[config.mk]
export PLATFORM = sky130hd
export DESIGN_NAME = gate_selftest_seq
export DESIGN_NICKNAME = d
export VERILOG_FILES = /design/src/rtl/gate_selftest_seq.sv
export SDC_FILE = /design/constraint.sdc
export NUM_CORES = 1
export LEC_CHECK = 0
export ABC_AREA = 0
export ABC_CLOCK_PERIOD_IN_PS = 4150
export CAP_MARGIN = 25
export CELL_PAD_IN_SITES_DETAIL_PLACEMENT = 2
export CELL_PAD_IN_SITES_GLOBAL_PLACEMENT = 2
export CORE_MARGIN = 5
export CORE_UTILIZATION = 33
export CTS_CLUSTER_DIAMETER = 50
export DETAILED_ROUTE_END_ITERATION = 6
export PLACE_DENSITY_LB_ADDON = 0.08
export SLEW_MARGIN = 20
export SYNTH_ARGS = -nofsm -noshare
export SYNTH_HDL_FRONTEND = slang
export SYNTH_SLANG_ARGS = --single-unit
[constraint.sdc]
create_clock -name clk -period 4.15 [get_ports clk]
set_input_delay 0.6225 -clock clk [delete_from_list [all_inputs] [get_ports clk]]
set_output_delay 0.6225 -clock clk [all_outputs]
set_load 0.05 [all_outputs]
[src/rtl/gate_selftest_seq.sv]
// gate_selftest_seq: built-in self-test sequencer for a downstream two-input
// gate block. Sweeps {a,b} through 00,01,10,11 PASSES times, holds each vector
// SETTLE_CYC cycles, samples the seven gate results once per vector and
// records a saturating mismatch count, the first failing vector and a verdict.
module gate_selftest_seq #(
    parameter int unsigned SETTLE_CYC = 1,
    parameter int unsigned PASSES     = 1
) (
    input  logic       clk,
    input  logic       rst,
    input  logic       start,
    output logic       a,
    output logic       b,
    input  logic [6:0] gate_in,
    output logic       busy,
    output logic       done,
    output logic       pass,
    output logic [7:0] err_cnt,
    output logic       fail_valid,
    output logic [1:0] fail_ab
);

    typedef enum logic [1:0] {
        IDLE,
        SETTLE,
        SAMPLE,
        DONE
    } state_t;

    localparam logic [3:0] SETTLE_LD = 4'(SETTLE_CYC);
    localparam logic [7:0] PASS_LAST = 8'(PASSES - 1);

    state_t     state_q, state_d;
    logic [1:0] vec_q, vec_d;
    logic [7:0] pidx_q, pidx_d;
    logic [3:0] cnt_q, cnt_d;
    logic [7:0] err_q, err_d;
    logic       pass_q, pass_d;
    logic       fv_q, fv_d;
    logic [1:0] fab_q, fab_d;
    logic       mismatch;

    // Golden results {and,or,not_a,nand,nor,xor,xnor} for a vector {a,b}.
    function automatic logic [6:0] expected_gates(input logic [1:0] v);
        logic [6:0] r;
        case (v)
            2'b00:   r = 7'b0011101;
            2'b01:   r = 7'b0111010;
            2'b10:   r = 7'b0101010;
            default: r = 7'b1100001;
        endcase
        return r;
    endfunction

    // State and result registers; reset wins over every transition.
    always_ff @(posedge clk) begin
        if (rst) begin
            state_q <= IDLE;
            vec_q   <= '0;
            pidx_q  <= '0;
            cnt_q   <= '0;
            err_q   <= '0;
            pass_q  <= 1'b0;
            fv_q    <= 1'b0;
            fab_q   <= '0;
        end else begin
            state_q <= state_d;
            vec_q   <= vec_d;
            pidx_q  <= pidx_d;
            cnt_q   <= cnt_d;
            err_q   <= err_d;
            pass_q  <= pass_d;
            fv_q    <= fv_d;
            fab_q   <= fab_d;
        end
    end

    // Next-state logic: sweep sequencing, sampling and result bookkeeping.
    always_comb begin
        state_d  = state_q;
        vec_d    = vec_q;
        pidx_d   = pidx_q;
        cnt_d    = cnt_q;
        err_d    = err_q;
        pass_d   = pass_q;
        fv_d     = fv_q;
        fab_d    = fab_q;
        mismatch = 1'b0;

        case (state_q)
            IDLE: begin
                if (start) begin
                    state_d = SETTLE;
                    vec_d   = '0;
                    pidx_d  = '0;
                    cnt_d   = SETTLE_LD;
                    err_d   = '0;
                    pass_d  = 1'b0;
                    fv_d    = 1'b0;
                    fab_d   = '0;
                end
            end

            SETTLE: begin
                if (cnt_q <= 4'd1) begin
                    state_d = SAMPLE;
                end else begin
                    cnt_d = cnt_q - 4'd1;
                end
            end

            SAMPLE: begin
                mismatch = (gate_in != expected_gates(vec_q));
                if (mismatch) begin
                    if (err_q != '1) begin
                        err_d = err_q + 8'd1;
                    end
                    if (!fv_q) begin
                        fv_d  = 1'b1;
                        fab_d = vec_q;
                    end
                end
                // Verdict is latched on the way into DONE so it already
                // reflects this final sample.
                if (vec_q == 2'b11 && pidx_q == PASS_LAST) begin
                    state_d = DONE;
                    pass_d  = (err_d == '0);
                end else begin
                    state_d = SETTLE;
                    vec_d   = vec_q + 2'd1;
                    cnt_d   = SETTLE_LD;
                    if (vec_q == 2'b11) begin
                        pidx_d = pidx_q + 8'd1;
                    end
                end
            end

            DONE: begin
                state_d = IDLE;
            end

            default: begin
                state_d = IDLE;
            end
        endcase
    end

    // Output decode from registered state.
    always_comb begin
        busy       = (state_q != IDLE);
        done       = (state_q == DONE);
        a          = (state_q == IDLE) ? 1'b0 : vec_q[1];
        b          = (state_q == IDLE) ? 1'b0 : vec_q[0];
        pass       = pass_q;
        err_cnt    = err_q;
        fail_valid = fv_q;
        fail_ab    = fab_q;
    end

endmodule

# Word-level counts from Yosys, hierarchy flattened
# Index checks and enable logic that the tools add are counted.
# word_totals
register_bits	28
output_inout_bits	16
in_bits	10
# classes
add_sub_neg	4
reduce_logical	16
eq_ne	16
magnitude_cmp	1
mux	31
# op_table
cell	count
8-bit two-way mux	6
8-bit one-hot mux with 2 select lines	2
7-bit one-hot mux with 3 select lines	1
8-bit by 1-bit adder with 8-bit output, second input constant	2
8-bit zero test	2
2-bit inequality test, second input constant	8
2-bit two-way mux	7
4-bit two-way mux	3
4-bit one-hot mux with 3 select lines	1
4-bit AND reduction	3
3-bit AND reduction	3
2-bit equality test, second input constant	4
8-bit inequality test, second input constant	1
2-bit one-hot mux with 2 select lines	2
2-bit one-hot mux with 4 select lines	1
7-bit two-way mux	1
7-bit inequality test	1
1-bit two-way mux	5
2-bit by 1-bit equality test with 1-bit output, second input constant	2
4-bit by 1-bit <= comparator with 1-bit output, second input constant	1
2-bit zero test	2
1-bit one-hot mux with 2 select lines	2
2-bit AND reduction	2
2-bit nonzero test	2
4 further kinds	4

# Depth between registers and ports, before layout
# Gate-level depths: netlist (run 1).
# depth
depth_word	9
ltp_mapped	10
mapped_depth_nobuf	9

# Worst setup path after synthesis (run 1)
# Ideal clock, no wire load.
# synth_path
path_kind	reg2reg
startpoint	reg err_q[0], in the netlist err_cnt[0]
endpoint	reg pass_q, in the netlist pass
t_arrival_ps	2284
path_buffers	0
path_stages_with_launch	8
path_slack_ps	1743
setup_time_ps	122
synth_period_minus_slack_ps	2407
path_cell_list	dfxtp_1 > ha_1 > nand2_1 > or3_1 > o21ai_1 > mux2_2 > o211ai_1 > o31ai_2
# synth_between
elab_chain_cells	7
word_cells_on_any_way	8
# synth_lines
item	line_no	text
from (decl)	37	logic [7:0] err_q, err_d;
from (signal assigned)	71	err_q <= err_d;
8-bit by 1-bit adder with 8-bit output / 8-bit inequality test (equally long branches)	116, 115	
8-bit two-way mux	115	if (err_q != '1) begin
8-bit two-way mux *	114	if (mismatch) begin
8-bit two-way mux *	90	case (state_q)
8-bit zero test *	127	pass_d = (err_d == '0);
1-bit two-way mux *	125	if (vec_q == 2'b11 && pidx_q == PASS_LAST) begin
1-bit one-hot mux with 2 select lines *	90	
to (signal assigned)	72	pass_q <= pass_d;
to (decl)	38	logic pass_q, pass_d;
# Every way passes the cells marked *; elsewhere a longest branch is shown, timed or not. The select of a mux whose other input is x is not followed.
# A chain may end at the register's enable or synchronous reset.

# Worst setup path in the final report (run 1)
# layout_path
startpoint	reg state_q[1]
endpoint	out a
# layout_between
elab_chain_cells	2
# layout_lines
item	line_no	text
from (decl)	33	state_t state_q, state_d;
from (signal assigned)	67	state_q <= state_d;
2-bit zero test	152	a = (state_q == IDLE) ? 1'b0 : vec_q[1];
1-bit two-way mux	152	
to (decl)	12	output logic a,
# No other way between the ends.

==> summary.txt, run 1 <==
Run status
  • Result of the run: finished, final reports clean

Synth
  • Cell variety after synth: 41
  • Average size of a mapped cell: 7.90 µm²
  • Prevailing post-synth register cell: sky130_fd_sc_hd__dfxtp_1
  • Number of warnings printed during yosys synthesis: 0
  • Count of mapped cells out of synthesis: roughly 210
  • Portion of the post-synthesis area used by sequential elements: around a third
  • EDFF count, synth: 0
  • Mapped Nets: between 200 and 250
  • Share of flip-flops with an asynchronous set or reset after synthesis: 0%
  • Count of state elements after synthesis: 28
  • Area of the mapped netlist: 1680 µm²

Pwr
  • Power Density: about 300 nW/µm²
  • Largest vdd supply drop: ~0.14 mV
  • Leakage: ~0.7 nW

Worst setup path
  • Max Fanout on Critical Path: 8
  • Arrival time at the worst endpoint: 1.83 ns
  • FF-to-FF Start: vec_q[0]
  • Worst path required time: around 3.5 ns
  • Launch point of the worst path: state_q[1]
  • Critical path endpoint category: output port
  • Reg2reg setup slack: about 1.7 ns
  • Nature of the critical path startpoint: register
  • Setup Crit Path Kind: reg -> out

Place
  • Number of buffers inserted by port buffering: 25
  • Placed Instances: ~300
  • Setup Slack @ Placement: around 1.4 ns
  • Final RePlAce weighted congestion: 0.810
  • HPWL after DPL: about 3900 µm

Global routing
  • Number of global-route vias before repair: roughly 1.7k
  • Global-route wire length before repair: just over 8000 µm
  • Total Routing Usage GR: 15.9%
  • Initial antenna violation count: 0
  • Gr ovfl total: 0
  • Largest net degree at the start of global routing: 21

Timing
  • Final worst-path setup slack: between 1.5 and 2 ns
  • Final Setup Violations: 0
  • Transition time at the pin with the least slew margin: between 0.7 and 0.8 ns
  • RSZ-0062 raised after global routing: false
  • Worst setup skew after layout: between 0.01 and 0.015 ns
  • TNS Setup: 0 ns
  • Max-slew headroom: between 50% and 60%
  • Min Tclk post-route: 2.46 ns
  • Achievable clock frequency: between 400 and 500 MHz
  • Final worst-path cycle share: roughly three fifths
  • Final Hold Vio Count: 0
  • Max-slew violation count: 0

Route
  • Average detailed-routed wire length per instance: roughly 17 µm
  • Detailed-routing iteration count for the pre-antenna-repair pass: 4
  • DRC marker count from the first detailed-route iteration: 46
  • DRC violations left: 0
  • Post-detailed-route via-to-cell ratio: about 5
  • Number of vias in the routed layout: 1556
  • Wire length reported by the detailed router: ~5000 µm
  • DRT antenna net count: 0

Final layout
  • Final core utilization: around two fifths
  • Post-route insts no fill: roughly 300
  • Synthesis-to-layout area growth: 21.7%
  • Layout cells sized above 1: under 10%
  • Fin nets: 253
  • Number of antenna diodes: 0

Floorplan
  • Standard-cell row count: 26
  • Die boundary height: between 80 and 90 µm
  • Top Ports: 26
  • Die X-Extent: a little over 80 µm
  • Die outline area: ~6600 µm²
  • Area of the core region: 5010 µm²
  • Effective utilization at floorplan: approximately 33%

Clock tree
  • CTS Hold Buffers Added: 0
  • Clk pin slew, worst setup/hold paths: 0.11 ns
  • TritonCTS clock tree: built
  • H-tree depth: 1
  • Insertion delay of the later-clocked pin in the worst-skew pair: 0.28 ns
  • Quantity of gates resized following cts: 0
  • Clock sink count: 28
  • Bufs on Longest Clock Path: 2
  • Setup fix buffers added after clock tree synthesis: 0
  • Library cell used as clock root buffer: sky130_fd_sc_hd__clkbuf_8
  • Total CTS buffers: 3

Hold path
  • Type of the worst min-delay path: reg -> reg
  • Critical hold path startpoint: fail_ab[1]

Run
  • # Max-Cap Violations: 0
-- sequential cells by signal, summed over array words and instances, names as in the netlist --
register    count
pidx_q          8
cnt_q           4
pass            1
err_cnt         8
state_q         2
fail_valid      1
fail_ab         2
vec_q           2
-- per-layer routing --
metal	global-route usage, %	routed length, µm	vias up
li1	-	-	778
met1	18.3	2210	756
met2	30.4	2630	20
met3	2.66	140	2
met4	3.55	28	0
met5	0	0	-
-- report_power, final --
group / switching, mW / internal [mW] / total, mW
Combinational: 0.0757 / 0.0486 / 0.124
Sequential: 0.0144 / 0.280 / 0.294
Clock: 0.0906 / 0.0851 / 0.176
-- metrics by stage --
stage | area (µm²) | hold slack (ns) | power [mW]
finish | 2040 | 0.494 | 0.594
global route | 2040 | 0.519 | 0.626
CTS | 2040 | 0.505 | 0.603
detailed placement | 1980 | 0.489 | 0.426
global placement | 1980 | 0.458 | 0.419
floorplan | 1680 | 0.463 | 0.382
-- Yosys cell counts, types with 3 or more instances --
| cell | count | share of area [%] |
|---|---|---|
| sky130_fd_sc_hd__nor2_1 | 27 | 6.0 |
| sky130_fd_sc_hd__o21ai_0 | 8 | 2.4 |
| sky130_fd_sc_hd__nor2b_1 | 5 | 1.9 |
| sky130_fd_sc_hd__nor3_1 | 10 | 3.0 |
| sky130_fd_sc_hd__clkbuf_1 | 5 | 1.1 |
| sky130_fd_sc_hd__nand4_1 | 5 | 1.9 |
| sky130_fd_sc_hd__nand3_1 | 7 | 2.1 |
| sky130_fd_sc_hd__or3_1 | 3 | 1.1 |
| sky130_fd_sc_hd__xnor2_1 | 8 | 4.2 |
| sky130_fd_sc_hd__or2_2 | 4 | 1.5 |
| sky130_fd_sc_hd__a211oi_1 | 4 | 1.8 |
| sky130_fd_sc_hd__ha_1 | 9 | 6.7 |
| sky130_fd_sc_hd__xor2_1 | 6 | 3.1 |
| sky130_fd_sc_hd__a21oi_1 | 16 | 4.8 |
| sky130_fd_sc_hd__inv_1 | 9 | 2.0 |
| sky130_fd_sc_hd__nand2_1 | 16 | 3.6 |
| sky130_fd_sc_hd__a311oi_1 | 4 | 2.1 |
| sky130_fd_sc_hd__dfxtp_1 | 28 | 33 |
| sky130_fd_sc_hd__nand2b_1 | 9 | 3.4 |
-- kinds of logic after synthesis --
logic type | share of synthesized area (%)
buffers and inverters | 4.26
AND/OR/NAND/NOR | 28.6
multiplexers | 1.34
adder cells (fa/ha/maj) | 6.72
XOR/XNOR | 7.32
flip-flops | 33.5
AO/OA/AOI/OAI | 18.3
-- layout by cell type (no fill, tap or decap), types with 2 or more instances in the layout --
| cell | count |
|---|---|
| sky130_fd_sc_hd__a211oi_1 | 4 |
| sky130_fd_sc_hd__a21o_1 | 2 |
| sky130_fd_sc_hd__a21oi_1 | 16 |
| sky130_fd_sc_hd__a311oi_1 | 4 |
| sky130_fd_sc_hd__a31oi_1 | 2 |
| sky130_fd_sc_hd__and2_1 | 2 |
| sky130_fd_sc_hd__and3_1 | 2 |
| sky130_fd_sc_hd__clkbuf_8 | 4 |
| sky130_fd_sc_hd__clkdlybuf4s50_1 | 25 |
| sky130_fd_sc_hd__dfxtp_1 | 28 |
| sky130_fd_sc_hd__ha_1 | 9 |
| sky130_fd_sc_hd__inv_1 | 9 |
| sky130_fd_sc_hd__mux2_2 | 2 |
| sky130_fd_sc_hd__nand2_1 | 16 |
| sky130_fd_sc_hd__nand2b_1 | 9 |
| sky130_fd_sc_hd__nand3_1 | 7 |
| sky130_fd_sc_hd__nand3b_1 | 2 |
| sky130_fd_sc_hd__nand4_1 | 5 |
| sky130_fd_sc_hd__nor2_1 | 27 |
| sky130_fd_sc_hd__nor2b_1 | 5 |
| sky130_fd_sc_hd__nor3_1 | 10 |
| sky130_fd_sc_hd__o21ai_0 | 8 |
| sky130_fd_sc_hd__or2_2 | 4 |
| sky130_fd_sc_hd__or3_1 | 3 |
| sky130_fd_sc_hd__xnor2_1 | 8 |
| sky130_fd_sc_hd__xor2_1 | 6 |
-- area by class of cell --
cell class              instances  area [µm²]
well taps                      70        87.6
inverters                       9        33.8
flip-flops and latches         28         561
multi-input cells             166        1040
fillers                       611        2970
repair buffers                 26         258
clock buffers                   4        55.1
-- critical path: stages, from the launching register on --
cell	delay, ns
sky130_fd_sc_hd__dfxtp_1	0.47
sky130_fd_sc_hd__nor2_1	0.16
sky130_fd_sc_hd__nor2_1	0.11
sky130_fd_sc_hd__clkdlybuf4s50_1	0.81
-- final timing paths --
kind / to / depth (start not counted)
worst min register to register: fail_ab[1] / 2
worst min-delay path: fail_ab[1] / 2
worst max register to register: pass / 8
worst max-delay path: a / 3
No activity file was read; power rests on OpenSTA's default activity.
==> run 2: changes to the inputs <==
--- a/config.mk
+++ b/config.mk
@@ -6,12 +6,12 @@
 export NUM_CORES = 1
 export LEC_CHECK = 0
 export ABC_AREA = 0
-export ABC_CLOCK_PERIOD_IN_PS = 4150
+export ABC_CLOCK_PERIOD_IN_PS = 2300
 export CAP_MARGIN = 25
 export CELL_PAD_IN_SITES_DETAIL_PLACEMENT = 2
 export CELL_PAD_IN_SITES_GLOBAL_PLACEMENT = 2
 export CORE_MARGIN = 5
-export CORE_UTILIZATION = 33
+export CORE_UTILIZATION = 31
 export CTS_CLUSTER_DIAMETER = 50
 export DETAILED_ROUTE_END_ITERATION = 6
 export PLACE_DENSITY_LB_ADDON = 0.08
==> constraint.sdc (replaced) <==
create_clock -name clk -period 2.3 [get_ports clk]
set_input_delay 0.345 -clock clk [delete_from_list [all_inputs] [get_ports clk]]
set_output_delay 0.345 -clock clk [all_outputs]
set_load 0.05 [all_outputs]
==> run 2 against run 1 <==
Hold slack better by 0.013 ns. Design area increased by 6.9%. Global-route usage down 0.14 points. Total power is 81% higher. Via count is 6.6% higher. Largest cell class unchanged. Highest routed layer unchanged.
==> summary.txt, run 2 (synthesis results as in run 1) <==
Pwr
  • Largest vdd supply drop: 0.250 mV (+85%)
  • Sequential power share: 49.0% (-0.5 points)
  • Power share of the combinational group: 22.2% (+1.3 points)
  • Switching part of the total power: 29.9% (-0.50 points)
  • Internal Dissipation: 755 µW (+83%)
  • Power Density: 495 nW/µm² (+70%)
  • Clock share of power: 28.9% (-0.7 points)
  • Net switching power of the design: 322 µW (+78%)
  • Leakage: 0.797 nW (+14%)

Timing
  • Final worst-path setup slack: 0.0604 ns (-1.63 ns)
  • TNS Setup: 0 ns (unchanged)
  • Max-slew violation count: 0 (unchanged)
  • Final worst-path cycle share: approximately 97%
  • Transition time at the pin with the least slew margin: 0.511 ns (-0.208 ns)
  • Achievable clock frequency: between 400 and 500 MHz
  • Final Hold Vio Count: 0 (unchanged)
  • Worst Hold Margin: 0.507 ns (+0.0128 ns)
  • Final Setup Violations: 0 (unchanged)
  • Worst setup skew after layout: 0.00389 ns (-0.00644 ns)
  • Min Tclk post-route: around 2.2 ns
  • RSZ-0062 raised after global routing: true
  • Max-slew headroom: 65.8% (+14 points)

Final layout
  • Post-route insts no fill: 317 (+4.6%)
  • Fin nets: 267 (+5.5%)
  • Layout cells sized above 1: 15.4% (+8.5 points)
  • Top library cells by usage in the layout, fill and taps aside: sky130_fd_sc_hd__nor2_1, sky130_fd_sc_hd__dfxtp_1, sky130_fd_sc_hd__clkdlybuf4s50_1
  • Number of filler cells placed in the layout: 578 (-5.4%)
  • Number of antenna diodes: 0 (unchanged)
  • Post-route cell area: 2180 µm² (+6.9%)
  • Most frequent standard cell in the layout excluding fill and tap cells: sky130_fd_sc_hd__nor2_1
  • Synthesis-to-layout area growth: 30.0%

Worst setup path
  • Worst path required time: 2.49 ns (-1.04 ns)
  • Max Fanout on Critical Path: 7 (-1)
  • Cell with the largest stage delay on the worst path: sky130_fd_sc_hd__dfxtp_4
  • FF-to-FF Start: vec_q[1]
  • Critical-path cell list: inv_1 -> ha_1 -> nor2b_1 -> xnor2_1 -> a31oi_1 -> or2_4 -> nand4_1 -> mux2_2 -> o31ai_4
  • Reg2Reg Depth: 9 (+1)
  • Reg2reg end: pass
  • Nature of the critical path startpoint: register
  • Reg2reg setup slack: 0.06 ns (-1.64 ns)
  • Setup Crit Path Kind: reg -> reg
  • Delay of the slowest cell on the worst path: 0.37 ns (-0.44 ns)
  • Arrival time at the worst endpoint: 2.43 ns (+0.60 ns)
  • Critical path endpoint category: register

Route
  • Average detailed-routed wire length per instance: 17.0 µm (+3.1%)
  • Wire length reported by the detailed router: 5390 µm (+7.8%)
  • DRC marker count from the first detailed-route iteration: 38 (-17%)
  • DRC violations left: 0 (unchanged)
  • Number of vias in the routed layout: 1659 (+6.6%)
  • DRT antenna net count: 0 (unchanged)
  • Post-detailed-route via-to-cell ratio: 5.23 (+1.9%)
  • Detailed-routing iteration count for the pre-antenna-repair pass: 2 (-2)

Global routing
  • Global-route wire length before repair: 9070 µm (+9.8%)
  • Initial antenna violation count: 0 (unchanged)
  • Largest net degree at the start of global routing: 16 (-24%)
  • Met1 demand-to-capacity share in global routing: 17.7% (-0.57 points)
  • Gr ovfl total: 0 (unchanged)
  • Fraction of met3 tracks used by global routing: 2.67% (+0.0046 points)
  • GR Util met2: 30.8% (+0.38 points)
  • Number of global-route vias before repair: 1857 (+8.9%)
  • Total Routing Usage GR: 15.8% (-0.14 points)
  • Gr busiest metal: met2

Floorplan
  • Standard-cell row count: 26 (unchanged)
  • Effective utilization at floorplan: 32.4% (-1.1 points)
  • Die outline area: 6970 µm² (+5.7%)
  • Die X-Extent: 83.5 µm (+2.8%)
  • Area of the core region: 5170 µm² (+3.2%)
  • Die boundary height: 83.5 µm (+2.8%)
  • Top Ports: 26 (unchanged)

Place
  • Placement Cell Area: 2080 µm² (+5.0%)
  • Final RePlAce weighted congestion: 0.858 (+5.9%)
  • Number of buffers inserted by port buffering: 25 (unchanged)
  • HPWL after DPL: 4290 µm (+9.8%)
  • Placed Instances: 312 (+4.3%)
  • Setup Slack @ Placement: -0.212 ns (-1.60 ns)

Clock tree
  • H-tree depth: 1 (unchanged)
  • CTS Hold Buffers Added: 0 (unchanged)
  • Clock sink count: 28 (unchanged)
  • TritonCTS clock tree: built
  • Clk pin slew, worst setup/hold paths: 0.10 ns (about the same)
  • Insertion delay of the later-clocked pin in the worst-skew pair: 0.28 ns (about the same)
  • Library cell used as clock root buffer: sky130_fd_sc_hd__clkbuf_8
  • Total CTS buffers: 3 (unchanged)
  • Bufs on Longest Clock Path: 2 (unchanged)

Run status
  • Result of the run: finished, final reports clean

Hold path
  • Worst hold stages: 2 (unchanged)
  • Type of the worst min-delay path: reg -> reg
  • End of the worst hold path: fail_ab[1]
  • Critical hold path startpoint: fail_ab[1]

Run
  • # Max-Cap Violations: 0 (unchanged)
-- run 2: area by class of cell --
class                      instances  area (µm²)  share of cell area [%]
tap                               70        87.6                    4.02
timing repair buffer              40         365                    16.8
clock buffer                       4        55.1                    2.53
inverter                           9        33.8                    1.55
sequential                        28         568                    26.1
multi-input combinational        166        1070                    49.1
-- run 2: repair_timing --
| action | CTS | global route |
|---|---|---|
| pin swaps | 0 | 4 |
| setup buffers | 0 | 1 |
| endpoints found under the setup margin | 7 | 4 |
| gates resized for setup | 5 | 5 |
-- run 2: power by group through the flow --
stage | logic [mW] | clock network [mW] | registers (mW)
after global routing | 0.267 | 0.350 | 0.532
after global placement | 0.227 | 0 | 0.538
final | 0.239 | 0.311 | 0.528
after CTS | 0.242 | 0.330 | 0.528
after floorplan | 0.148 | 0 | 0.542
after detailed placement | 0.240 | 0 | 0.540
-- run 2: how the worst max path moves through the flow --
stage | startpoint | to | slack (ns) | cells after the start
final | vec_q[1] | pass | 0.06 | 9
after global routing | vec_q[1] | pass | -0.06 | 9
after CTS | vec_q[1] | pass | 0.01 | 8
after detailed placement | gate_in[4] | pass | -0.21 | 8
after global placement | gate_in[4] | pass | 0.03 | 8
after floorplan | err_cnt[3] | pass | 0.06 | 7
-- run 2: metal layers --
layer / vias up / part of all wire, %
met5: - / 0
met1: 828 / 42
met4: 0 / 1.0
li1: 807 / -
met3: 6 / 2.2
met2: 18 / 55
-- run 2: critical path: cells and delay by family (launching register included) --
family,cells,cell delay (ns)
xor+xnor,1,0.14
mux,1,0.37
simple gates,3,0.62
flops,1,0.37
fa+ha+maj,1,0.16
buf+inv,1,0.10
compound gates,2,0.40
-- run 2: per-stage QoR --
stage               util, %  power [mW]
global placement       40.3       0.765
floorplan                 -       0.690
global route           42.1        1.15
finish                 42.1        1.08
detailed placement     40.3       0.780
CTS                    41.5        1.10
